==> config.mk <==
export PLATFORM = sky130hd
export DESIGN_NAME = bsg_stream
export DESIGN_NICKNAME = d
export VERILOG_FILES = /design/src/rtl/bsg_pkg.sv /design/src/rtl/bsg_fifo.sv /design/src/rtl/bsg_stream.sv
export SDC_FILE = /design/constraint.sdc
export NUM_CORES = 1
export LEC_CHECK = 0
export ABC_AREA = 0
export CAP_MARGIN = 10
export CORE_MARGIN = 4
export CORE_UTILIZATION = 53
export DETAILED_ROUTE_END_ITERATION = 8
export PLACE_DENSITY = 0.84
export SETUP_SLACK_MARGIN = 0.3
export SLEW_MARGIN = 20
export SYNTH_ARGS = -nofsm -noshare
export SYNTH_HDL_FRONTEND = slang
export SYNTH_SLANG_ARGS = --single-unit
==> constraint.sdc <==
create_clock -name SYS_CLK -period 3.9 [get_ports SYS_CLK]
set_clock_uncertainty 0.05 [all_clocks]
set_input_delay 0.975 -clock SYS_CLK [delete_from_list [all_inputs] [get_ports SYS_CLK]]
set_output_delay 0.975 -clock SYS_CLK [all_outputs]
set_load 0.05 [all_outputs]
==> src/rtl/bsg_pkg.sv <==
// Shared constants, state type and Gray helper for the bsg_stream block.
package bsg_pkg;

    // Register map
    localparam logic [7:0] ADDR_CONTROL = 8'h00;
    localparam logic [7:0] ADDR_DATA    = 8'h01;
    localparam logic [7:0] ADDR_DIV     = 8'h02;
    localparam logic [7:0] ADDR_LEVEL   = 8'h03;
    localparam logic [7:0] ADDR_THRESH  = 8'h04;

    // CONTROL bit positions
    localparam int unsigned BIT_TXEN    = 0;
    localparam int unsigned BIT_INTMSK  = 1;
    localparam int unsigned BIT_INTFLAG = 2;
    localparam int unsigned BIT_STATUS  = 3;
    localparam int unsigned BIT_MODE    = 4;
    localparam int unsigned BIT_OVF     = 5;

    // Widest word the Gray helper accepts; callers zero-extend and truncate.
    localparam int unsigned GRAY_MAX_W  = 256;

    typedef enum logic {
        IDLE = 1'b0,
        SEND = 1'b1
    } state_t;

    // Zero-extension is harmless: the Gray code of a zero-extended word,
    // truncated back, equals the Gray code at the original width.
    function automatic logic [GRAY_MAX_W-1:0] gray_encode(input logic [GRAY_MAX_W-1:0] b);
        return b ^ (b >> 1);
    endfunction

endpackage

==> src/rtl/bsg_fifo.sv <==
// Synchronous first-word-fall-through FIFO; pointers carry an extra wrap bit.
module bsg_fifo #(
    parameter int unsigned WIDTH = 8,
    parameter int unsigned DEPTH = 8
) (
    input  logic                     clk,
    input  logic                     rst_n,
    input  logic                     push,
    input  logic                     pop,
    input  logic [WIDTH-1:0]         data_in,
    output logic [WIDTH-1:0]         head_c,
    output logic                     full,
    output logic                     empty,
    output logic [$clog2(DEPTH):0]   level
);
    localparam int unsigned AW = $clog2(DEPTH);
    localparam int unsigned LW = AW + 1;

    logic [WIDTH-1:0] mem [DEPTH];
    logic [LW-1:0]    wr_ptr;
    logic [LW-1:0]    rd_ptr;
    logic             do_push;
    logic             do_pop;

    assign level   = wr_ptr - rd_ptr;
    assign full    = (level == LW'(DEPTH));
    assign empty   = (wr_ptr == rd_ptr);
    assign do_push = push && !full;
    assign do_pop  = pop && !empty;
    assign head_c  = mem[rd_ptr[AW-1:0]];

    // Pointer update; a push while full is dropped even if a pop happens too
    always_ff @(posedge clk or negedge rst_n) begin
        if (!rst_n) begin
            wr_ptr <= '0;
            rd_ptr <= '0;
        end else begin
            if (do_push) wr_ptr <= wr_ptr + LW'(1);
            if (do_pop)  rd_ptr <= rd_ptr + LW'(1);
        end
    end

    // Storage write
    always_ff @(posedge clk) begin
        if (do_push) mem[wr_ptr[AW-1:0]] <= data_in;
    end

endmodule

==> src/rtl/bsg_stream.sv <==
// FIFO-buffered symbol stream generator with register port and interrupt.
module bsg_stream
    import bsg_pkg::*;
#(
    parameter int unsigned WIDTH = 8,
    parameter int unsigned DEPTH = 8
) (
    input  logic             SYS_CLK,
    input  logic             SYS_RST_N,
    input  logic             wr_en,
    input  logic             rd_en,
    input  logic [7:0]       addr,
    input  logic [WIDTH-1:0] Data_in,
    output logic [WIDTH-1:0] Data_out,
    output logic             ready,
    output logic [WIDTH-1:0] OUT,
    output logic             BSG_INT
);
    localparam int unsigned LW = $clog2(DEPTH) + 1;

    state_t           state;
    state_t           state_nxt;
    logic [7:0]       cnt;
    logic [7:0]       div;
    logic [LW-1:0]    thresh;
    logic [LW-1:0]    level;
    logic [LW-1:0]    level_after;
    logic             txen, intmsk, intflag, mode, ovf;
    logic             txen_nxt, intmsk_nxt, intflag_nxt, mode_nxt, ovf_nxt;
    logic             push, pop, full, empty;
    logic             sym_end, underrun, low_water;
    logic             ctrl_wr, reg_rd;
    logic [WIDTH-1:0] head, encoded, rd_data;

    assign ctrl_wr     = wr_en && (addr == ADDR_CONTROL);
    assign push        = wr_en && (addr == ADDR_DATA);
    assign reg_rd      = rd_en && !wr_en;
    assign sym_end     = (cnt >= div);
    assign encoded     = mode ? head : WIDTH'(gray_encode(GRAY_MAX_W'(head)));
    assign level_after = level - LW'(pop) + LW'(push && !full);
    assign low_water   = pop && (level_after <= thresh);

    bsg_fifo #(
        .WIDTH (WIDTH),
        .DEPTH (DEPTH)
    ) u_fifo (
        .clk     (SYS_CLK),
        .rst_n   (SYS_RST_N),
        .push    (push),
        .pop     (pop),
        .data_in (Data_in),
        .head_c  (head),
        .full    (full),
        .empty   (empty),
        .level   (level)
    );

    // FSM state register
    always_ff @(posedge SYS_CLK or negedge SYS_RST_N) begin
        if (!SYS_RST_N) state <= IDLE;
        else            state <= state_nxt;
    end

    // Next state, pop decision and underrun detection
    always_comb begin
        state_nxt = state;
        pop       = 1'b0;
        underrun  = 1'b0;
        case (state)
            IDLE: begin
                if (txen && !empty) begin
                    pop       = 1'b1;
                    state_nxt = SEND;
                end
            end
            SEND: begin
                if (sym_end) begin
                    if (txen && !empty) begin
                        pop = 1'b1;
                    end else begin
                        state_nxt = IDLE;
                        underrun  = txen;
                    end
                end
            end
            default: state_nxt = IDLE;
        endcase
    end

    // Symbol period counter and symbol output
    always_ff @(posedge SYS_CLK or negedge SYS_RST_N) begin
        if (!SYS_RST_N) begin
            cnt <= '0;
            OUT <= '0;
        end else begin
            if (pop)                 cnt <= '0;
            else if (state == SEND)  cnt <= cnt + 8'd1;
            if (pop)                     OUT <= encoded;
            else if (state_nxt == IDLE)  OUT <= '0;
        end
    end

    // CONTROL next values; event sets win over write-1-to-clear
    always_comb begin
        txen_nxt    = txen;
        intmsk_nxt  = intmsk;
        mode_nxt    = mode;
        intflag_nxt = intflag;
        ovf_nxt     = ovf;
        if (ctrl_wr) begin
            txen_nxt   = Data_in[BIT_TXEN];
            intmsk_nxt = Data_in[BIT_INTMSK];
            mode_nxt   = Data_in[BIT_MODE];
            if (Data_in[BIT_INTFLAG]) intflag_nxt = 1'b0;
            if (Data_in[BIT_OVF])     ovf_nxt     = 1'b0;
        end
        if (low_water || underrun) intflag_nxt = 1'b1;
        if (push && full)          ovf_nxt     = 1'b1;
    end

    // Read data mux; unused bits read 0
    always_comb begin
        rd_data = '0;
        case (addr)
            ADDR_CONTROL: begin
                rd_data[BIT_TXEN]    = txen;
                rd_data[BIT_INTMSK]  = intmsk;
                rd_data[BIT_INTFLAG] = intflag;
                rd_data[BIT_STATUS]  = (state == SEND);
                rd_data[BIT_MODE]    = mode;
                rd_data[BIT_OVF]     = ovf;
            end
            ADDR_DIV:    rd_data[7:0]    = div;
            ADDR_LEVEL:  rd_data[LW-1:0] = level;
            ADDR_THRESH: rd_data[LW-1:0] = thresh;
            default:     rd_data         = '0;
        endcase
    end

    // Register file, access handshake and interrupt output
    always_ff @(posedge SYS_CLK or negedge SYS_RST_N) begin
        if (!SYS_RST_N) begin
            txen     <= 1'b0;
            intmsk   <= 1'b0;
            intflag  <= 1'b0;
            mode     <= 1'b0;
            ovf      <= 1'b0;
            div      <= '0;
            thresh   <= '0;
            ready    <= 1'b0;
            Data_out <= '0;
            BSG_INT  <= 1'b0;
        end else begin
            txen     <= txen_nxt;
            intmsk   <= intmsk_nxt;
            intflag  <= intflag_nxt;
            mode     <= mode_nxt;
            ovf      <= ovf_nxt;
            if (wr_en && (addr == ADDR_DIV))    div    <= Data_in[7:0];
            if (wr_en && (addr == ADDR_THRESH)) thresh <= Data_in[LW-1:0];
            ready    <= wr_en || rd_en;
            Data_out <= reg_rd ? rd_data : '0;
            BSG_INT  <= intflag_nxt && intmsk_nxt;
        end
    end

endmodule

Word level (Yosys, flattened, before mapping)
Memories as Yosys holds them, arrays and structs flattened.
Cells that the tools add are included.

cells by class
  reduce and logical (&&, ||, !) cells = 21
  eq/ne operators = 7
  $add $sub $neg = 6
  bitwise operators = 2
  order comparisons = 2
  multiplexer cells = 26

operators by type and width
  cell                                                                   number
  8-bit 2-to-1 mux                                                       6
  8-bit by 2-bit equality test with 1-bit output, second input constant  2
  4-bit one-hot mux with 4 select lines                                  1
  1-bit 2-to-1 mux                                                       15
  1-bit logical AND                                                      11
  4-bit by 1-bit adder with 4-bit output, second input constant          2
  8-bit by 1-bit adder with 8-bit output, second input constant          1
  8-bit by 1-bit equality test with 1-bit output, second input constant  1
  8-bit by 3-bit equality test with 1-bit output, second input constant  1
  8-bit greater-or-equal comparator                                      1
  8-bit logical NOT                                                      1
  8-bit by 7-bit XOR with 8-bit output                                   1
  2-bit nonzero test                                                     3
  4-bit by 1-bit adder with 4-bit output                                 1
  4-bit equality test                                                    1
  4-bit equality test, second input constant                             1
  4-bit <= comparator                                                    1
  1-bit one-hot mux with 2 select lines                                  2
  2-bit one-hot mux with 2 select lines                                  1
  4-bit by 1-bit subtractor with 4-bit output                            1
  4-bit subtractor                                                       1
  1-bit logical NOT                                                      3
  1-bit logical OR                                                       2
  2-bit 2-to-1 mux                                                       1
  3 further kinds                                                        3

storage, ports and cells
  memories = 1
  bits in writable memories = 64
  output and inout port bits = 18
  register bits after elaboration = 52

memories
  memory      depth  width  rd ports  clocked after Yosys merged registers in  write ports  line            text
  u_fifo.mem  8      8      1         0                                        1            bsg_fifo.sv:19  logic [WIDTH-1:0] mem [DEPTH];

Depth between registers and ports, before layout
  depth after elaboration = 13
  depth in mapped cells = 24
  gate-level depth less buffers = 22

Hierarchy
A second synthesis with hierarchy kept.

unflattened totals
  cells, all modules = 414
  area, all modules = 5609.1 um^2

by module, submodules not included
  module      cells an instance  area each (um^2)  sequential area each (um^2)  times used
  bsg_fifo    171                3025.4            2122.0                       1
  bsg_stream  243                2583.7            1101.1                       1

Worst setup path before layout
No wires, ideal clock.

  kind = reg-to-reg
  start = register u_fifo.rd_ptr[1]
  end = register BSG_INT
  clock period less this slack = 4.286 ns
  arrival time = 4.158 ns
  stages on the path, launching flop included = 25
  path slack = -0.386 ns
  data required time = 3.772 ns
  cells stage by stage = dfrtp_1 -> clkbuf_1 -> inv_1 -> ha_1 -> nor2b_1 -> o21ai_0 -> nand3_1 -> and2_1 -> ha_1 -> nand3_1 -> and4_1 -> buf_4 -> inv_2 -> ha_1 -> inv_1 -> ha_1 -> inv_1 -> fa_1 -> inv_1 -> ha_1 -> nor2b_1 -> o211a_1 -> o21ai_0 -> o211ai_1 -> a21boi_1

on the way
  cells in the longest elaborated chain, start to end = 13
  elaborated cells on any way between the ends = 20
  those cells by class = add/sub (3); order compare (1); eq/ne (2); mux (7); reduce/logical (7)

RTL lines
  what                                         line                                text
  start, declared                              bsg_fifo.sv:21                      logic [LW-1:0] rd_ptr;
  start signal, assigned                       bsg_fifo.sv:39                      if (do_pop) rd_ptr <= rd_ptr + LW'(1);
  4-bit equality test                          bsg_fifo.sv:27                      assign empty = (wr_ptr == rd_ptr);
  1-bit logical NOT                            bsg_stream.sv:71, bsg_stream.sv:78
  1-bit logical AND                            bsg_stream.sv:71, bsg_stream.sv:78
  1-bit 2-to-1 mux                             bsg_stream.sv:71, bsg_stream.sv:78
  1-bit 2-to-1 mux                             bsg_stream.sv:77                    if (sym_end) begin
  1-bit one-hot mux with 2 select lines        bsg_stream.sv:69                    case (state)
  4-bit by 1-bit subtractor with 4-bit output  bsg_stream.sv:40                    assign level_after = level - LW'(pop) + LW'(push && !full);
  4-bit by 1-bit adder with 4-bit output       bsg_stream.sv:40
  4-bit <= comparator                          bsg_stream.sv:41                    assign low_water = pop && (level_after <= thresh);
  1-bit logical AND                            bsg_stream.sv:41
  1-bit logical OR (*)                         bsg_stream.sv:117                   if (low_water || underrun) intflag_nxt = 1'b1;
  1-bit 2-to-1 mux (*)                         bsg_stream.sv:117
  1-bit logical AND (*)                        bsg_stream.sv:163                   BSG_INT <= intflag_nxt && intmsk_nxt;
  end signal, assigned                         bsg_stream.sv:163
  end, declared                                bsg_stream.sv:17                    output logic BSG_INT

Every way passes the cells marked *; elsewhere a longest branch is shown, timed or not.
A chain may end at the register's enable or synchronous reset.

Final worst setup path
  start = register u_fifo.rd_ptr[1]
  end = register Data_out[3]

on the way
  cells in the longest elaborated chain, start to end = 3

RTL lines
  what                                   line               text
  4-bit subtractor                       bsg_fifo.sv:25     assign level = wr_ptr - rd_ptr;
  4-bit one-hot mux with 4 select lines  bsg_stream.sv:124  case (addr)
  8-bit 2-to-1 mux                       bsg_stream.sv:162  Data_out <= reg_rd ? rd_data : '0;
  end signal, assigned                   bsg_stream.sv:162
  end, declared                          bsg_stream.sv:14   output logic [WIDTH-1:0] Data_out,

No other way between the ends.

==> run_results.csv <==
group,metric,value,unit
outcome,status,"complete, but fails checks",
outcome,violations,"setup timing",
route,drt_wl_total,16880,um
route,via_count,4315,
synthesis,seq_area_frac_synth,57.94,%
clock_tree,clock_latency,0.54,ns
power,max-vdd-ir-drop,374.5,uV
floorplanning,die_area,12200,um^2
clock_tree,hold_buffers,0,
floorplanning,rows,37,
power,p_per_area,595.5,nW/um^2
synthesis,yosysWarnings,0,
worst_setup_path,r2r_cells,29,
route,first_pass_iters,9,
global_routing,antenna_found_initial,0,
route,drc,0,
worst_setup_path,endpoint_kind,"flip-flop",
sta,finalSetupViolations,2,
min_path,hold_path_class,"reg -> reg",
synthesis,syn_area,5563,um^2
worst_setup_path,crit_fanout,2,
sta,worst_pin_slew,0.8052,ns
synthesis,syn-num-nets,466,
clock_tree,cts_buffers,17,
global_routing,grt_max_degree,34,
sta,fin_crit,4.014,ns
sta,setup_ws,-0.1142,ns
sta,maxSlewViolCount,0,
clock_tree,cts-root-buf,"clkbuf_8",
placement,place_ws,-0.7524,ns
worst_setup_path,cp.arrival,4.37,ns
synthesis,synth-edff-count,64,
synthesis,ys_seq_elements,116,
route,dr.first_iter.drc_count,549,
clock_tree,path_clk_slew,0.07,ns
synthesis,synth.distinct_cells,57,
synthesis,synth_top_area_share,34.55,%
min_path,min_delay_path_depth,1,
route,postRouteAntennaNets,0,
sta,fmax,249.1,MHz
sta,tns,-0.2208,ns
floorplanning,die_w,110.5,um
worst_setup_path,cp_slowest_stage_delay,0.41,ns
global_routing,grt_pass1_wl,24340,um
worst_setup_path,crit_family,"buffers and inverters",
sta,hold_viol,0,
sta,grt_setup_unrepaired,"yes",
worst_setup_path,worst-setup-path-type,"reg -> reg",
worst_setup_path,slowest_stage,"dfrtp_1",
clock_tree,clock-sinks,116,
cells_and_area,fin_area,7330,um^2
global_routing,grt_pass1_vias,4320,
synthesis,yosys_most_used_dff,"edfxtp_1",
sta,period_share,102.9,%
global_routing,grt_usage,26.15,%
floorplanning,coreArea,10280,um^2
synthesis,synth_largest_area_cell,"edfxtp_1",
floorplanning,dieHeight,110.5,um
worst_setup_path,required,4.26,ns
cells_and_area,final_util,71.32,%
global_routing,grt-ovfl-total,0,
synthesis,async_flop_share,44.83,%
cells_and_area,num_antenna_cells,0,
route,viasPerCell,6.318,
synthesis,yosys-top-cells-area,"edfxtp_1 (35%), dfrtp_1 (23%), ha_1 (5.2%)",
worst_setup_path,startpoint_type,"flip-flop",
cells_and_area,drive_above_1_share,27.42,%
cells_and_area,final_cell_mix,"edfxtp_1 (64), buf_4 (58), dfrtp_1 (52)",
job,drv_cap,0,
cells_and_area,nets,579,
worst_setup_path,crit_cells,29,
placement,dpl-instance-area,6341,um^2
clock_tree,htree_levels,4,
floorplanning,initial_utilization,54.13,%
placement,place_congestion,0.8745,
synthesis,synthCells,421,
synthesis,syn_avg_cell_area,13.21,um^2
clock_tree,cts_tree,"built",
cells_and_area,layout_commonest_cell,"edfxtp_1",
placement,hpwl,8806,um
clock_tree,max-clock-path-buffers,2,
cells_and_area,area_delta_synth_final,31.76,%
placement,io_buffers,37,
floorplanning,boundaryPins,38,
route,wl_per_cell,24.72,um
sta,finalHoldWorstSlack,0.4358,ns
worst_setup_path,critical_path_buf_inv_count,23,
sta,relSlewSlack,46.32,%
power,leakage,3.039,nW
==> cell usage after synthesis, types with 3 or more instances <==
library cell	n
xor2_1	9
o211ai_1	3
buf_4	3
and4b_1	6
o21ai_0	3
a21o_1	3
ha_1	23
nor3_1	3
nor2_1	13
mux2_4	8
nor2b_1	6
o21ai_1	6
o2bb2ai_1	6
mux2i_1	17
nand2_1	33
nand2b_1	4
and3b_1	7
buf_2	5
xnor2_1	15
a222oi_1	3
mux2_2	5
and3_1	8
mux2_1	17
nand3_1	7
clkbuf_1	3
edfxtp_1	64
a21oi_1	15
a22oi_1	4
inv_1	28
o22ai_1	6
dfrtp_1	52
o2111ai_1	4
==> stage by stage <==
stage               power, mW  instances
floorplan               2.254        421
global placement        2.511        620
detailed placement      2.585        620
CTS                     4.150        680
global route            4.530        683
finish                  4.365        683
==> layout make-up <==
cell class	count	area (um^2)
timing repair buffer	106	920.9
inverter	30	120.1
clock inverter	12	132.6
sequential	116	3223
fill	627	2948
tap	136	170.2
multi-input combinational	263	2327
clock buffer	20	435.4
==> cells by family (layout without fill, tap and decap cells) <==
logic type	count (synthesis)	count (layout)	synth area share, %
AO/OA/AOI/OAI	65	65	8.187
adder cells (fa/ha/maj)	25	25	5.893
flip-flops	116	116	57.94
buffers and inverters	42	168	3.284
AND/OR/NAND/NOR	100	100	10.44
multiplexers	49	49	10.48
XOR/XNOR	24	24	3.779
==> final timing paths <==
kind	startpoint	endpoint	slack, ns
min in group asynchronous	SYS_RST_N	thresh[3]	0.47
setup reg to reg	u_fifo.rd_ptr[1]	Data_out[3]	-0.11
hold reg to reg	OUT[3]	OUT[3]	0.44
setup / recovery	u_fifo.rd_ptr[1]	Data_out[3]	-0.11
max in group asynchronous	SYS_RST_N	BSG_INT	2.53
hold / removal	OUT[3]	OUT[3]	0.44
==> state kept, by name, summed over array words and instances (netlist names) <==
| name | flops |
|---|---|
| OUT | 8 |
| state | 1 |
| u_fifo.rd_ptr | 4 |
| u_fifo.wr_ptr | 4 |
| thresh | 4 |
| BSG_INT | 1 |
| cnt | 8 |
| u_fifo.mem | 64 |
| ovf | 1 |
| ready | 1 |
| Data_out | 8 |
| txen | 1 |
| mode | 1 |
| intmsk | 1 |
| div | 8 |
| intflag | 1 |
==> per-layer routing <==
metal  track usage [%]  routed length (um)  vias to the layer above
li1                  -                   -                     1779
met1             31.08                5912                     2137
met2             43.57                8293                      296
met3             6.301                1530                      103
met4             14.61                1146                        0
met5                 0                   0                        -
==> where the power goes <==
part	total (mW)	internal, mW	switching, mW
combinational	1.41	0.627	0.782
sequential	1.44	1.36	0.0871
clock	1.51	0.925	0.588
total	4.36	2.91	1.46
==> worst reg2reg max path: cells and delay by family (launching register included) <==
family          cells  cell delay, ns
buf+inv            23            2.64
compound gates      2            0.25
simple gates        3            0.31
flops               1            0.41
fa+ha+maj           1            0.21
==> repair_timing <==
item | CTS | global route
setup endpoints to repair | 2 | 3
buffers inserted | 28 | 3
pin swaps | 16 | 8
resized for setup | 29 | 14
No activity file was read; power rests on OpenSTA's default activity.
